==> config.mk <==
export PLATFORM = sky130hd
export DESIGN_NAME = pipe_stage_reg
export DESIGN_NICKNAME = d
export VERILOG_FILES = /design/src/rtl/pipe_stage_reg.sv
export SDC_FILE = /design/constraint.sdc
export NUM_CORES = 1
export LEC_CHECK = 0
export BUFFER_PORTS_ARGS = -buffer_cell sky130_fd_sc_hd__buf_2
export CORE_ASPECT_RATIO = 1.75
export CORE_MARGIN = 3
export CORE_UTILIZATION = 45
export CTS_CLUSTER_DIAMETER = 150
export DETAILED_ROUTE_END_ITERATION = 10
export PLACE_DENSITY = 0.79
export SYNTH_ARGS = -nofsm -noshare
export SYNTH_HDL_FRONTEND = slang
export SYNTH_SLANG_ARGS = --single-unit
==> constraint.sdc <==
create_clock -name clk_i -period 2.1 [get_ports clk_i]
set_input_delay 0.105 -clock clk_i [delete_from_list [all_inputs] [get_ports clk_i]]
set_output_delay 0.105 -clock clk_i [all_outputs]
set_load 0.03 [all_outputs]
==> src/rtl/pipe_stage_reg.sv <==
// pipe_stage_reg: elastic pipeline stage register (ctrl + data) with
// valid/ready handshake, flush-to-bubble and optional 2-entry skid buffer.
//
// Ports:
//   clk_i, rst_i (async, active-low)
//   upstream:   valid_i, ready_o, ctrl_i, data_i
//   control:    flush_i (drops held beats and the current input beat)
//   downstream: valid_o, ready_i, ctrl_o (zero when no beat), data_o
//   status:     occ_o (beats held, 0..2)
module pipe_stage_reg #(
  parameter int CTRL_W = 4,
  parameter int DATA_W = 69,
  parameter int SKID   = 1
) (
  input  logic              clk_i,
  input  logic              rst_i,
  input  logic              valid_i,
  output logic              ready_o,
  input  logic [CTRL_W-1:0] ctrl_i,
  input  logic [DATA_W-1:0] data_i,
  input  logic              flush_i,
  output logic              valid_o,
  input  logic              ready_i,
  output logic [CTRL_W-1:0] ctrl_o,
  output logic [DATA_W-1:0] data_o,
  output logic [1:0]        occ_o
);

  logic              main_v;
  logic [CTRL_W-1:0] main_ctrl;
  logic [DATA_W-1:0] main_data;
  logic              skid_v;
  logic              accept;
  logic              emit;

  assign accept = valid_i & ready_o & ~flush_i;
  assign emit   = main_v & ready_i;

  generate
    if (SKID == 0) begin : g_single

      assign ready_o = ~main_v | ready_i;
      assign skid_v  = 1'b0;

      always_ff @(posedge clk_i or negedge rst_i) begin
        if (!rst_i) begin
          main_v    <= 1'b0;
          main_ctrl <= '0;
          main_data <= '0;
        end else if (flush_i) begin
          main_v <= 1'b0;
        end else if (accept) begin
          main_v    <= 1'b1;
          main_ctrl <= ctrl_i;
          main_data <= data_i;
        end else if (emit) begin
          main_v <= 1'b0;
        end
      end

    end else begin : g_skid

      typedef enum logic [1:0] {
        ST_EMPTY = 2'd0,
        ST_ONE   = 2'd1,
        ST_FULL  = 2'd2
      } state_t;

      state_t            state_q;
      state_t            state_d;
      logic [CTRL_W-1:0] skid_ctrl;
      logic [DATA_W-1:0] skid_data;
      logic              ld_main_in;
      logic              ld_main_skid;
      logic              ld_skid;

      // ready_o comes straight from a flop: no path from ready_i.
      assign main_v  = (state_q != ST_EMPTY);
      assign skid_v  = (state_q == ST_FULL);
      assign ready_o = ~skid_v;

      always_comb begin
        state_d      = state_q;
        ld_main_in   = 1'b0;
        ld_main_skid = 1'b0;
        ld_skid      = 1'b0;
        if (flush_i) begin
          state_d = ST_EMPTY;
        end else begin
          unique case (state_q)
            ST_EMPTY: begin
              if (accept) begin
                state_d    = ST_ONE;
                ld_main_in = 1'b1;
              end
            end
            ST_ONE: begin
              if (accept && emit) begin
                ld_main_in = 1'b1;
              end else if (accept) begin
                state_d = ST_FULL;
                ld_skid = 1'b1;
              end else if (emit) begin
                state_d = ST_EMPTY;
              end
            end
            ST_FULL: begin
              if (emit) begin
                state_d      = ST_ONE;
                ld_main_skid = 1'b1;
              end
            end
            default: begin
              state_d = ST_EMPTY;
            end
          endcase
        end
      end

      always_ff @(posedge clk_i or negedge rst_i) begin
        if (!rst_i) begin
          state_q   <= ST_EMPTY;
          main_ctrl <= '0;
          main_data <= '0;
          skid_ctrl <= '0;
          skid_data <= '0;
        end else begin
          state_q <= state_d;
          if (ld_main_in) begin
            main_ctrl <= ctrl_i;
            main_data <= data_i;
          end else if (ld_main_skid) begin
            main_ctrl <= skid_ctrl;
            main_data <= skid_data;
          end
          if (ld_skid) begin
            skid_ctrl <= ctrl_i;
            skid_data <= data_i;
          end
        end
      end

    end
  endgenerate

  // Bubbles carry a zero control field so they can never trigger writes.
  assign valid_o = main_v;
  assign ctrl_o  = main_v ? main_ctrl : '0;
  assign data_o  = main_data;
  assign occ_o   = {1'b0, main_v} + {1'b0, skid_v};

endmodule

## Word level (Yosys, flattened, before mapping)

Index checks and enable logic that the tools add are counted.

- Reduce and logical (&&, ||, !) cells: 5
- $add $sub $neg: 1
- Multiplexer cells: 22
- Bitwise operators: 5
- Equality and inequality tests: 6

Operator list:

| operator | count |
|---|---|
| $mux W69 | 2 |
| $mux W2 | 6 |
| $mux W4 | 3 |
| $mux W1 | 9 |
| $ne A3 B3 Y1 const B | 2 |
| $pmux W2 S3 | 1 |
| $ne A4 B4 Y1 const B | 1 |
| $reduce_and A4 Y1 | 1 |
| $reduce_bool A2 Y1 | 2 |
| $and A1 B1 Y1 | 3 |
| $ne A3 B2 Y1 const B | 1 |
| $add A1 B1 Y2 | 1 |
| $eq A2 B1 Y1 const B | 1 |
| $eq A2 B2 Y1 const B | 1 |
| $logic_not A2 Y1 | 1 |
| $not A1 Y1 | 2 |
| $pmux W1 S2 | 1 |
| $logic_and A1 B1 Y1 | 1 |

- Bits in registers: 148
- Output and inout port bits: 77

## Depth between registers and ports, before layout

- Word-level depth: 9
- Gate-level depth with buffers: 8
- Gate-level depth less buffers: 7

## Worst setup path before layout

OpenSTA, ideal clock, no wires.

- Kind: register to register
- From: reg g_skid.state_q[0]
- To: reg main_data[15], in the netlist data_o[15]
- Data arrival time: 1,978 ps
- Clock period less this slack: 2,104 ps
- Path slack: -4 ps
- Buffers on the path: 1
- Library setup time: 126 ps
- Data required time: 1,974 ps
- Stages on the path, launching flop included: 7
- Path through: dfrtp_1 > buf_2 > nor2b_1 > inv_1 > nor3b_1 > mux2i_1 > o21ai_0

- Word-level cells in the longest chain between the ends: 9
- Elaborated cells on any way between the ends: 18
- Classes of those cells: eq/ne (2); mux (8); bitwise (4); reduce/logical (4)

Ends and longest elaborated chain:

| item | RTL line | RTL |
|---|---|---|
| start, declared | 69 | `state_t state_q;` |
| start signal, assigned | 128 | `state_q <= state_d;` |
| $eq A2 B2 Y1 * | 79 | `assign skid_v = (state_q == ST_FULL);` |
| $not A1 Y1 * | 80 | `assign ready_o = ~skid_v;` |
| net ready_o | 18 | `output logic ready_o,` |
| $and A1 B1 Y1 * (2 in a row) | 36 | `assign accept = valid_i & ready_o & ~flush_i;` |
| $logic_and A1 B1 Y1 | 98 | `if (accept && emit) begin` |
| $mux W1 | 98 |  |
| $pmux W1 S2 * | 90 | `unique case (state_q)` |
| $mux W1 * | 87 | `if (flush_i) begin` |
| $mux W69 / $reduce_bool A2 Y1 (equally long branches) | -- |  |
| end signal, assigned | 131 | `main_data <= data_i;` |
| end signal, assigned | 134 | `main_data <= skid_data;` |
| end, declared | 31 | `logic [DATA_W-1:0] main_data;` |

The timed path passes the listed nets; every way through them passes the cells marked *.
A chain may end at the register's enable or synchronous reset.

## Worst setup path in the final report

- From: reg g_skid.state_q[1]
- To: reg main_data[25], in the netlist data_o[25]

- Word-level cells in the longest chain between the ends: 9
- Elaborated cells on any way between the ends: 18
- Classes of those cells: eq/ne (2); mux (8); bitwise (4); reduce/logical (4)

Ends and longest elaborated chain:

| item | RTL line |
|---|---|
| $eq A2 B2 Y1 | 79, 90 |
| $not A1 Y1 | 80 |
| $and A1 B1 Y1 (2 in a row) | 36 |
| $logic_and A1 B1 Y1 | 98 |
| $mux W1 | 98 |
| $pmux W1 S2 | 90 |
| $mux W1 | 87 |
| $mux W69 / $reduce_bool A2 Y1 (equally long branches) | -- |

Parallel ways exist; a longest one is shown, timed or not.

==> flow_metrics.tcl <==
set metrics [dict create \
    crit_fanout 55 \
    r2r_setup_slack_ps 110 \
    drtPass1Iterations 4 \
    p_per_area_nw_per_um2 1317 \
    r2r-start "g_skid.state_q[1]" \
    synthTopCellsByArea "dfrtp_1 57%, mux2_2 29%, mux2_1 8.0%, buf_2 1.3%, buf_6 1.0%" \
    synthMuxAreaShare_pct 37.74 \
    nNetsFinal 734 \
    reg2reg_depth 5 \
    track_usage_pct 18.96 \
    critPathLaunchType "flop" \
    cts_made_buffers 17 \
    worstSetupPathType "flop to flop" \
    setup_violations 0 \
    avgViaCountPerCell 5.104 \
    finalSetupTns_ps 0 \
    diodes 0 \
    regToRegEndpoint "data_o[25]" \
    syn_avg_cell_area_um2 15.46 \
    endpoint_kind "flop" \
    cts.reportedPaths.clkPinSlew_ps 60 \
    h-tree-depth 4 \
    syn-instance-count 420 \
    grt_pass1_vias 4878 \
    maxCapViolations 0 \
    clock_tree.buffer_depth 2 \
    grt_max_degree 64 \
    drtAntennaViolNets 0 \
    clk_latency_ps 410 \
    grt-ovfl-total 0 \
    synthesis.nets 499 \
    ys_warn_count 0 \
    routedWlPerCell_um 17.24 \
    fillCellCount 1054 \
    power_leakage_nw 4.174 \
    ir_worst_vdd_v 0.0009165 \
    yosys.area.top_type "dfrtp_1" \
    hold_buffers 75 \
    vias 4313 \
    min_to "g_skid.state_q[1]" \
    dpl.hpwl_mm 9.675 \
    status "complete, no violations" \
    cts_sinks 148 \
    gp_congestion 0.7447 \
    drt_iter0_drc 94 \
    cts_tree "built" \
    cp.arrival_ps 2280 \
    slew_headroom_pct 62.18 \
    rsz0062_at_grt "false" \
    hold_slack_ps 140.7 \
    critPathRequiredTime_ps 2390 \
    portBuffers 154 \
    cts_root_buffer "clkbuf_16" \
    wl_mm 14.57 \
    synthSimpleGateAreaFrac_pct 1.637 \
    design.core.area_um2 13980 \
    min_from "ready_i" \
    finClkSkew_ps 11.32 \
    hold_class "input pin to flop" \
    die_w_um 96.82 \
    period_minus_slack_ps 1994 \
    antenna_found_initial 0 \
    min_period_over_period_pct 94.94 \
    grt_pass1_wl_mm 23.91 \
    die_area_um2 15970 \
    synth_compound_area_share_pct 0.6935 \
    synth_seq_area_share_pct 57.02 \
    ctsResizeCount 0 \
    fmax_ghz 0.5016 \
    initial_utilization_pct 46.46 \
    synthXorXnorAreaFrac_pct 0.1348 \
    drv_slew 0 \
    synth_top_family_by_area "multiplexers" \
    ys_types 23 \
    synthAdderAreaFrac_pct 0.1926 \
    io_pins 155 \
    worstMarginPinSlew_ps 566.2 \
    yosysTopAreaCellShare_pct 57.02 \
    finalHoldViolCount 0 \
    post_cts_buffers 0 \
    std_cell_rows 57 \
    drcViolationCount 0 \
    min_path_cells 3 \
    netlist_area_um2 6495 \
    ys_seq_elements 148 \
    dieHeight_um 164.9 \
    synthToLayoutAreaGrowth_pct 36.14 \
    drive_above_1_share_pct 55.54 \
]
## cells in the mapped netlist
cell type,number
nor2_1,3
mux2_1,46
mux2i_1,3
o21ai_0,2
buf_6,6
nor2b_1,7
inv_1,3
clkbuf_1,1
o22a_1,1
nor3b_2,1
nor3b_1,1
a21boi_0,1
ha_1,1
o2bb2ai_1,1
a21oi_1,2
nand2_1,3
dfrtp_1,148
xnor2_1,1
mux2_2,169
nand3_1,1
nor2b_2,1
buf_2,17
nand2b_1,1
## logic make-up after synthesis
family                     after synthesis
muxes                                  218
DFF                                    148
and+or+nand+nor                         18
buffers and inverters                   27
adders and majority gates                1
AOI/OAI and AO/OA                        7
xor gates and xnor gates                 1
## power by group
group / switching (mW) / internal [mW] / total (mW)
Combinational: 2.29 / 1.81 / 4.10
Clock: 1.23 / 1.70 / 2.93
Sequential: 0.590 / 4.03 / 4.62
## stage by stage
| stage | setup WS (ps) | utilization (%) | area, µm² | power (mW) | cells |
|---|---|---|---|---|---|
| floorplan | 240.7 | - | 6497 | 7.382 | 420 |
| global placement | 176.5 | 53.73 | 7511 | 8.471 | 738 |
| detailed placement | 115.0 | 53.73 | 7511 | 8.694 | 738 |
| CTS | 89.96 | 63.26 | 8842 | 11.79 | 845 |
| global route | 25.41 | 63.26 | 8842 | 12.28 | 845 |
| finish | 106.2 | 63.26 | 8842 | 11.65 | 845 |
## worst max-delay path: stages, from the launching register on
cell	delay [ps]
dfrtp_1	440
nor2b_2	190
nor3b_4	260
buf_12	340
mux2_2	380
mux2_2	260
## cell type report
cell class	instances	area (µm²)	area share, %
repair buffers	240	1673	18.92
clock inverters	14	141.4	1.599
multi-input cells	245	2653	30.00
clock buffers	18	439.2	4.967
inverters	3	11.26	0.1274
well taps	177	221.5	2.505
flip-flops and latches	148	3704	41.88
## sequential cells by signal (all words and copies together), names as in the netlist
name	count
g_skid.skid_data	69
data_o	69
main_ctrl	4
g_skid.skid_ctrl	4
g_skid.state_q	2
## cells in the final DEF (no fill, tap or decap)
| cell | count |
|---|---|
| a21boi_0 | 1 |
| a21oi_1 | 2 |
| buf_12 | 5 |
| buf_2 | 153 |
| buf_4 | 6 |
| buf_6 | 1 |
| bufinv_16 | 1 |
| clkbuf_16 | 17 |
| clkbuf_8 | 1 |
| clkinv_2 | 1 |
| clkinv_4 | 1 |
| clkinvlp_4 | 3 |
| dfrtp_1 | 148 |
| dlygate4sd3_1 | 75 |
| ha_1 | 1 |
| inv_1 | 3 |
| inv_6 | 6 |
| inv_8 | 2 |
| mux2_1 | 46 |
| mux2_2 | 169 |
| mux2i_1 | 3 |
| nand2_1 | 3 |
| nand2b_4 | 1 |
| nand3_4 | 1 |
| nor2_1 | 3 |
| nor2b_1 | 6 |
| nor2b_2 | 2 |
| nor3b_1 | 1 |
| nor3b_4 | 1 |
| o21ai_0 | 2 |
| o22a_1 | 1 |
| o2bb2ai_1 | 1 |
| xnor2_1 | 1 |
## metal layers
metal,vias up,global-route usage [%],wire length (µm)
li1,1971,-,-
met1,2192,19.38,5315
met2,115,35.25,8060
met3,35,4.565,582
met4,0,10.42,610
met5,-,0,0
## worst max-delay path by stage
stage	slack, ps	depth (start not counted)	endpoint	start
global route	30	5	data_o[28]	g_skid.state_q[1]
detailed placement	110	5	data_o[25]	g_skid.state_q[1]
finish	110	5	data_o[25]	g_skid.state_q[1]
global placement	180	5	data_o[40]	g_skid.state_q[1]
CTS	90	5	data_o[63]	g_skid.state_q[1]
floorplan	240	6	data_o[15]	g_skid.state_q[0]
Power figures use the tool's default switching activity.
